[src/rtl/uart_tx_fifo.sv]
`default_nettype none
// ============================================================================
// Module      : uart_tx_fifo
// Description : Transmit-side byte FIFO feeding a UART transmitter through a
//               byte_tx / start_tx / done_tx handshake. Bytes enter through a
//               valid/ready write port, are buffered in a DEPTH-entry circular
//               store and are launched one frame at a time.
//               Optional feature macro: UART_TX_FIFO_OVF_EN (sticky overflow
//               flag for writes attempted while full).
// Revision    : 1.0 - initial release
// ============================================================================
module uart_tx_fifo #(
    parameter int DEPTH = 16
) (
    input  logic                    clk,
    input  logic                    rst,
    // system-side write port
    input  logic [7:0]              wr_data,
    input  logic                    wr_valid,
    output logic                    wr_ready,
    // status
    output logic [$clog2(DEPTH):0]  level,
    output logic                    empty,
    output logic                    overflow,
    input  logic                    ovf_clr,
    // transmitter handshake
    input  logic                    done_tx,
    output logic [7:0]              byte_tx,
    output logic                    start_tx
);

    localparam int c_AW = $clog2(DEPTH);

    // Drain FSM encoding. WAIT_BUSY exists because the transmitter keeps
    // done_tx high for a couple of cycles after the launch pulse, so a high
    // done_tx right after launch does not mean the frame has finished.
    typedef enum logic [1:0] {
        S_IDLE      = 2'd0,
        S_WAIT_BUSY = 2'd1,
        S_WAIT_DONE = 2'd2
    } state_t;

    state_t              r_state;
    state_t              w_state_nxt;

    logic [7:0]          r_mem [DEPTH];
    logic [c_AW-1:0]     r_wr_ptr;
    logic [c_AW-1:0]     r_rd_ptr;
    logic [c_AW:0]       r_level;
    logic [7:0]          r_byte_tx;
    logic                r_start_tx;

    logic                w_full;
    logic                w_empty;
    logic                w_push;
    logic                w_launch;

    // Level never exceeds DEPTH and DEPTH is a power of two, so the counter
    // MSB alone marks the full condition.
    assign w_full   = r_level[c_AW];
    assign w_empty  = (r_level == '0);

    // A pop in the same cycle does not open a slot: readiness is purely a
    // function of the registered level.
    assign w_push   = wr_valid && !w_full;

    assign wr_ready = !w_full;
    assign empty    = w_empty;
    assign level    = r_level;
    assign byte_tx  = r_byte_tx;
    assign start_tx = r_start_tx;

    // Storage write; contents need no reset because the pointers and level
    // define which entries are meaningful.
    always_ff @(posedge clk) begin
        if (w_push) begin
            r_mem[r_wr_ptr] <= wr_data;
        end
    end

    // Write pointer advances on every accepted byte, wrapping naturally.
    always_ff @(posedge clk) begin
        if (rst) begin
            r_wr_ptr <= '0;
        end else if (w_push) begin
            r_wr_ptr <= r_wr_ptr + 1'b1;
        end
    end

    // Read pointer advances only when a byte is handed to the transmitter.
    always_ff @(posedge clk) begin
        if (rst) begin
            r_rd_ptr <= '0;
        end else if (w_launch) begin
            r_rd_ptr <= r_rd_ptr + 1'b1;
        end
    end

    // Occupancy counter; simultaneous push and pop cancel out.
    always_ff @(posedge clk) begin
        if (rst) begin
            r_level <= '0;
        end else begin
            case ({w_push, w_launch})
                2'b10:   r_level <= r_level + 1'b1;
                2'b01:   r_level <= r_level - 1'b1;
                default: r_level <= r_level;
            endcase
        end
    end

    // FSM state register.
    always_ff @(posedge clk) begin
        if (rst) begin
            r_state <= S_IDLE;
        end else begin
            r_state <= w_state_nxt;
        end
    end

    // Next-state and launch decode. A launch needs queued data and an idle
    // transmitter, and can only happen from IDLE.
    always_comb begin
        w_state_nxt = r_state;
        w_launch    = 1'b0;
        case (r_state)
            S_IDLE: begin
                if (!w_empty && done_tx) begin
                    w_launch    = 1'b1;
                    w_state_nxt = S_WAIT_BUSY;
                end
            end
            S_WAIT_BUSY: begin
                if (!done_tx) begin
                    w_state_nxt = S_WAIT_DONE;
                end
            end
            S_WAIT_DONE: begin
                if (done_tx) begin
                    w_state_nxt = S_IDLE;
                end
            end
            default: begin
                w_state_nxt = S_IDLE;
            end
        endcase
    end

    // Launch outputs: the pulse lasts exactly one cycle and the byte is only
    // loaded at launch, so it stays stable for the whole frame.
    always_ff @(posedge clk) begin
        if (rst) begin
            r_start_tx <= 1'b0;
            r_byte_tx  <= 8'h00;
        end else begin
            r_start_tx <= w_launch;
            if (w_launch) begin
                r_byte_tx <= r_mem[r_rd_ptr];
            end
        end
    end

`ifdef UART_TX_FIFO_OVF_EN
    logic r_overflow;

    // Sticky overflow: any write attempt while full sets it; a clear in the
    // same cycle as a set loses so that no event is ever missed.
    always_ff @(posedge clk) begin
        if (rst) begin
            r_overflow <= 1'b0;
        end else if (wr_valid && w_full) begin
            r_overflow <= 1'b1;
        end else if (ovf_clr) begin
            r_overflow <= 1'b0;
        end
    end

    assign overflow = r_overflow;
`else
    // Feature disabled: flag tied low, clear input intentionally unused.
    logic w_unused_ovf_clr;
    assign w_unused_ovf_clr = ovf_clr;
    assign overflow         = 1'b0;
`endif

endmodule
`default_nettype wire

[config.mk]
export PLATFORM = sky130hd
export DESIGN_NAME = uart_tx_fifo
export DESIGN_NICKNAME = d
export VERILOG_FILES = /design/src/rtl/uart_tx_fifo.sv
export SDC_FILE = /design/constraint.sdc
export NUM_CORES = 1
export LEC_CHECK = 0
export BUFFER_PORTS_ARGS = -buffer_cell sky130_fd_sc_hd__buf_2
export CORE_ASPECT_RATIO = 1.5
export CORE_UTILIZATION = 50
export CTS_BUF_LIST = sky130_fd_sc_hd__clkbuf_2 sky130_fd_sc_hd__clkbuf_4 sky130_fd_sc_hd__clkbuf_8
export DETAILED_ROUTE_END_ITERATION = 10
export PLACE_DENSITY = 0.79
export SLEW_MARGIN = 10
export SYNTH_ARGS = -nofsm -noshare
export SYNTH_HDL_FRONTEND = slang
export SYNTH_SLANG_ARGS = --single-unit
export TNS_END_PERCENT = 30
[constraint.sdc]
create_clock -name clk -period 3.8 [get_ports clk]
set_clock_uncertainty 0.05 [all_clocks]
set_input_delay 0.95 -clock clk [delete_from_list [all_inputs] [get_ports clk]]
set_output_delay 0.95 -clock clk [all_outputs]
set_load 0.01 [all_outputs]
==> results.json <==
{
  "cts-resized-gates": 0,
  "finish.net_count": 444,
  "grt_busiest_layer": "met2",
  "clkTransAtPathRegs_ps": 80,
  "ys_ff_latch": 152,
  "first_iter_violations": 224,
  "syn_avg_cell_area_um2": 15.5,
  "drive_gt1_share_pct": 16.1,
  "cts_setup_buffers": 0,
  "worstPathMaxFanout": 4,
  "synth_cell_types": 34,
  "drv_cap": 0,
  "placed_cells": 552,
  "fin_cells": 584,
  "tightest_slew_ps": 985,
  "grt_pass1_wl_um": 17600,
  "critPathRequiredTime_ps": 4140,
  "yosys.area.top_type": "edfxtp_1",
  "setup_viol": 0,
  "min_period_ps": 2830,
  "die_w_um": 91.9,
  "rows": 48,
  "routed_wl_um": 11500,
  "wl_per_cell_um": 19.7,
  "yosysMostFrequentCell": "edfxtp_1",
  "register_area_um2": 4330,
  "syn_inst": 390,
  "portBuffers": 27,
  "multi_input_area_um2": 1600,
  "placed_cell_area_um2": 6330,
  "netlist_top_cells_count": "edfxtp_1, mux2i_1, nor2_1, o22ai_1, dfxtp_1",
  "cts_max_level": 4,
  "syn_nets": 413,
  "ios": 30,
  "async_reset_ff_share_pct": 0,
  "cts_buffers": 17,
  "vias_per_cell": 5.74,
  "power_density_nw_per_um2": 579,
  "drv_slew": 0,
  "finalPower_mw": 3.91,
  "syn_to_final_growth_pct": 11.3,
  "critPathKind": "input port to flop",
  "cp-end-kind": "flop",
  "synth_edf_count": 128,
  "cp.arrival_ps": 3170,
  "core-area_um2": 11700,
  "clk_latency_ps": 450,
  "globalplace.congestion": 0.849,
  "use_met1_pct": 22.0,
  "layout_setup_ws_ps": 967,
  "start_util_pct": 52.0,
  "yosys_warnings": 0,
  "grt_pass1_vias": 3224,
  "dp_slack_ps": 507,
  "hold_viol": 0,
  "cts_hold_buf": 0,
  "leakage_nw": 2.17,
  "grt_util_all_layers_pct": 20.0,
  "max_freq_mhz": 353,
  "drc": 0,
  "vdd_ir_drop_max_uv": 195,
  "dp_hpwl_um": 7660,
  "fp.dieH_um": 137,
  "syn-cell-area_um2": 6060,
  "cts_tree": "built",
  "period_share_pct": 74.6,
  "slew_headroom_pct": 34.3,
  "ant_nets": 0,
  "rsz0062_at_grt": "false",
  "fin_area_um2": 6750,
  "die_area_um2": 12600,
  "antenna_found_initial": 0,
  "cts.path.max_buffers": 2,
  "hold_class": "flop to flop",
  "via_count": 3352,
  "grt_max_degree": 58,
  "whs_ps": 451,
  "grt_use_met3_pct": 4.94,
  "drtPass1Iterations": 5,
  "cp-start-kind": "input port",
  "yosys-top-cells-area": "edfxtp_1, mux2i_1, dfxtp_1",
  "status": "complete, no violations",
  "yosysTopAreaCellShare_pct": 63.4,
  "cts.sinks": 152,
  "diodes": 0,
  "overflow": 0,
  "filler_cell_count": 862,
  "final_util_pct": 57.9,
  "setup_tns_ps": 0,
  "synth_flop_cell": "edfxtp_1",
  "cts-root-buf": "clkbuf_8",
  "use_met2_pct": 35.1,
  "seq_area_frac_synth_pct": 71.3
}
## critical path, stage by stage
cell and delay, ps:
buf_2 90, nand2b_1 90, a211oi_2 250, ha_1 270
inv_1 110, fa_1 390, nor2b_1 170, o21ai_0 110
and3_1 210, or4_1 400, a21oi_1 140
## area by class of cell
cell class	instances	area share, %
well taps	150	2.78
repair buffers	34	2.78
multi-input cells	208	23.7
flip-flops and latches	152	64.2
clock inverters	15	2.67
clock buffers	17	3.47
inverters	8	0.445
## registers in the layout (all words and copies together) (netlist names)
register,flops
byte_tx,8
level,5
r_mem,128
r_rd_ptr,4
r_state,2
r_wr_ptr,4
start_tx,1
## power by group
part | internal (mW) | switching [mW]
clock | 0.611 | 0.643
sequential | 1.92 | 0.0874
combinational | 0.270 | 0.381
## per-layer routing
| metal | share of wire (%) | vias up |
|---|---|---|
| met5 | 0 | - |
| met4 | 3.8 | 0 |
| met3 | 4.8 | 30 |
| met2 | 53 | 119 |
| met1 | 38 | 1645 |
| li1 | - | 1558 |
## worst paths after layout
check	cells past startpoint	end	slack (ps)	startpoint
max	11	level[4]$_SDFFE_PP0P_	970	done_tx
min	2	byte_tx[5]$_SDFFE_PP0P_	450	byte_tx[5]$_SDFFE_PP0P_
max reg2reg	10	level[4]$_SDFFE_PP0P_	1080	level[0]$_SDFFE_PP0P_
min reg2reg	2	byte_tx[5]$_SDFFE_PP0P_	450	byte_tx[5]$_SDFFE_PP0P_
## cell families after synthesis
| logic type | Yosys count | share of synthesized area [%] |
|---|---|---|
| flip-flops | 152 | 71.3 |
| AND/OR/NAND/NOR | 79 | 6.25 |
| multiplexers | 64 | 11.8 |
| AO/OA/AOI/OAI | 45 | 4.71 |
| buffers and inverters | 30 | 2.37 |
| adder cells (fa/ha/maj) | 10 | 2.19 |
| XOR/XNOR | 9 | 1.30 |
| other | 1 | 0.0619 |
## cell usage in the layout (no fill, tap or decap), drive strengths merged, types with 2 or more instances in the layout
| master | n |
|---|---|
| inv | 16 |
| or4 | 2 |
| nor2 | 37 |
| ha | 9 |
| clkinv | 3 |
| buf | 34 |
| dfxtp | 24 |
| nand2 | 8 |
| bufinv | 2 |
| o22ai | 28 |
| clkinvlp | 2 |
| nand2b | 3 |
| nand4 | 2 |
| mux2i | 59 |
| mux4 | 5 |
| nor4 | 8 |
| edfxtp | 128 |
| xor2 | 5 |
| a21oi | 6 |
| clkbuf | 17 |
| xnor2 | 4 |
| nor3 | 8 |
| nor2b | 4 |
| a211oi | 8 |
| nand3b | 3 |
Power figures use the tool's default switching activity.
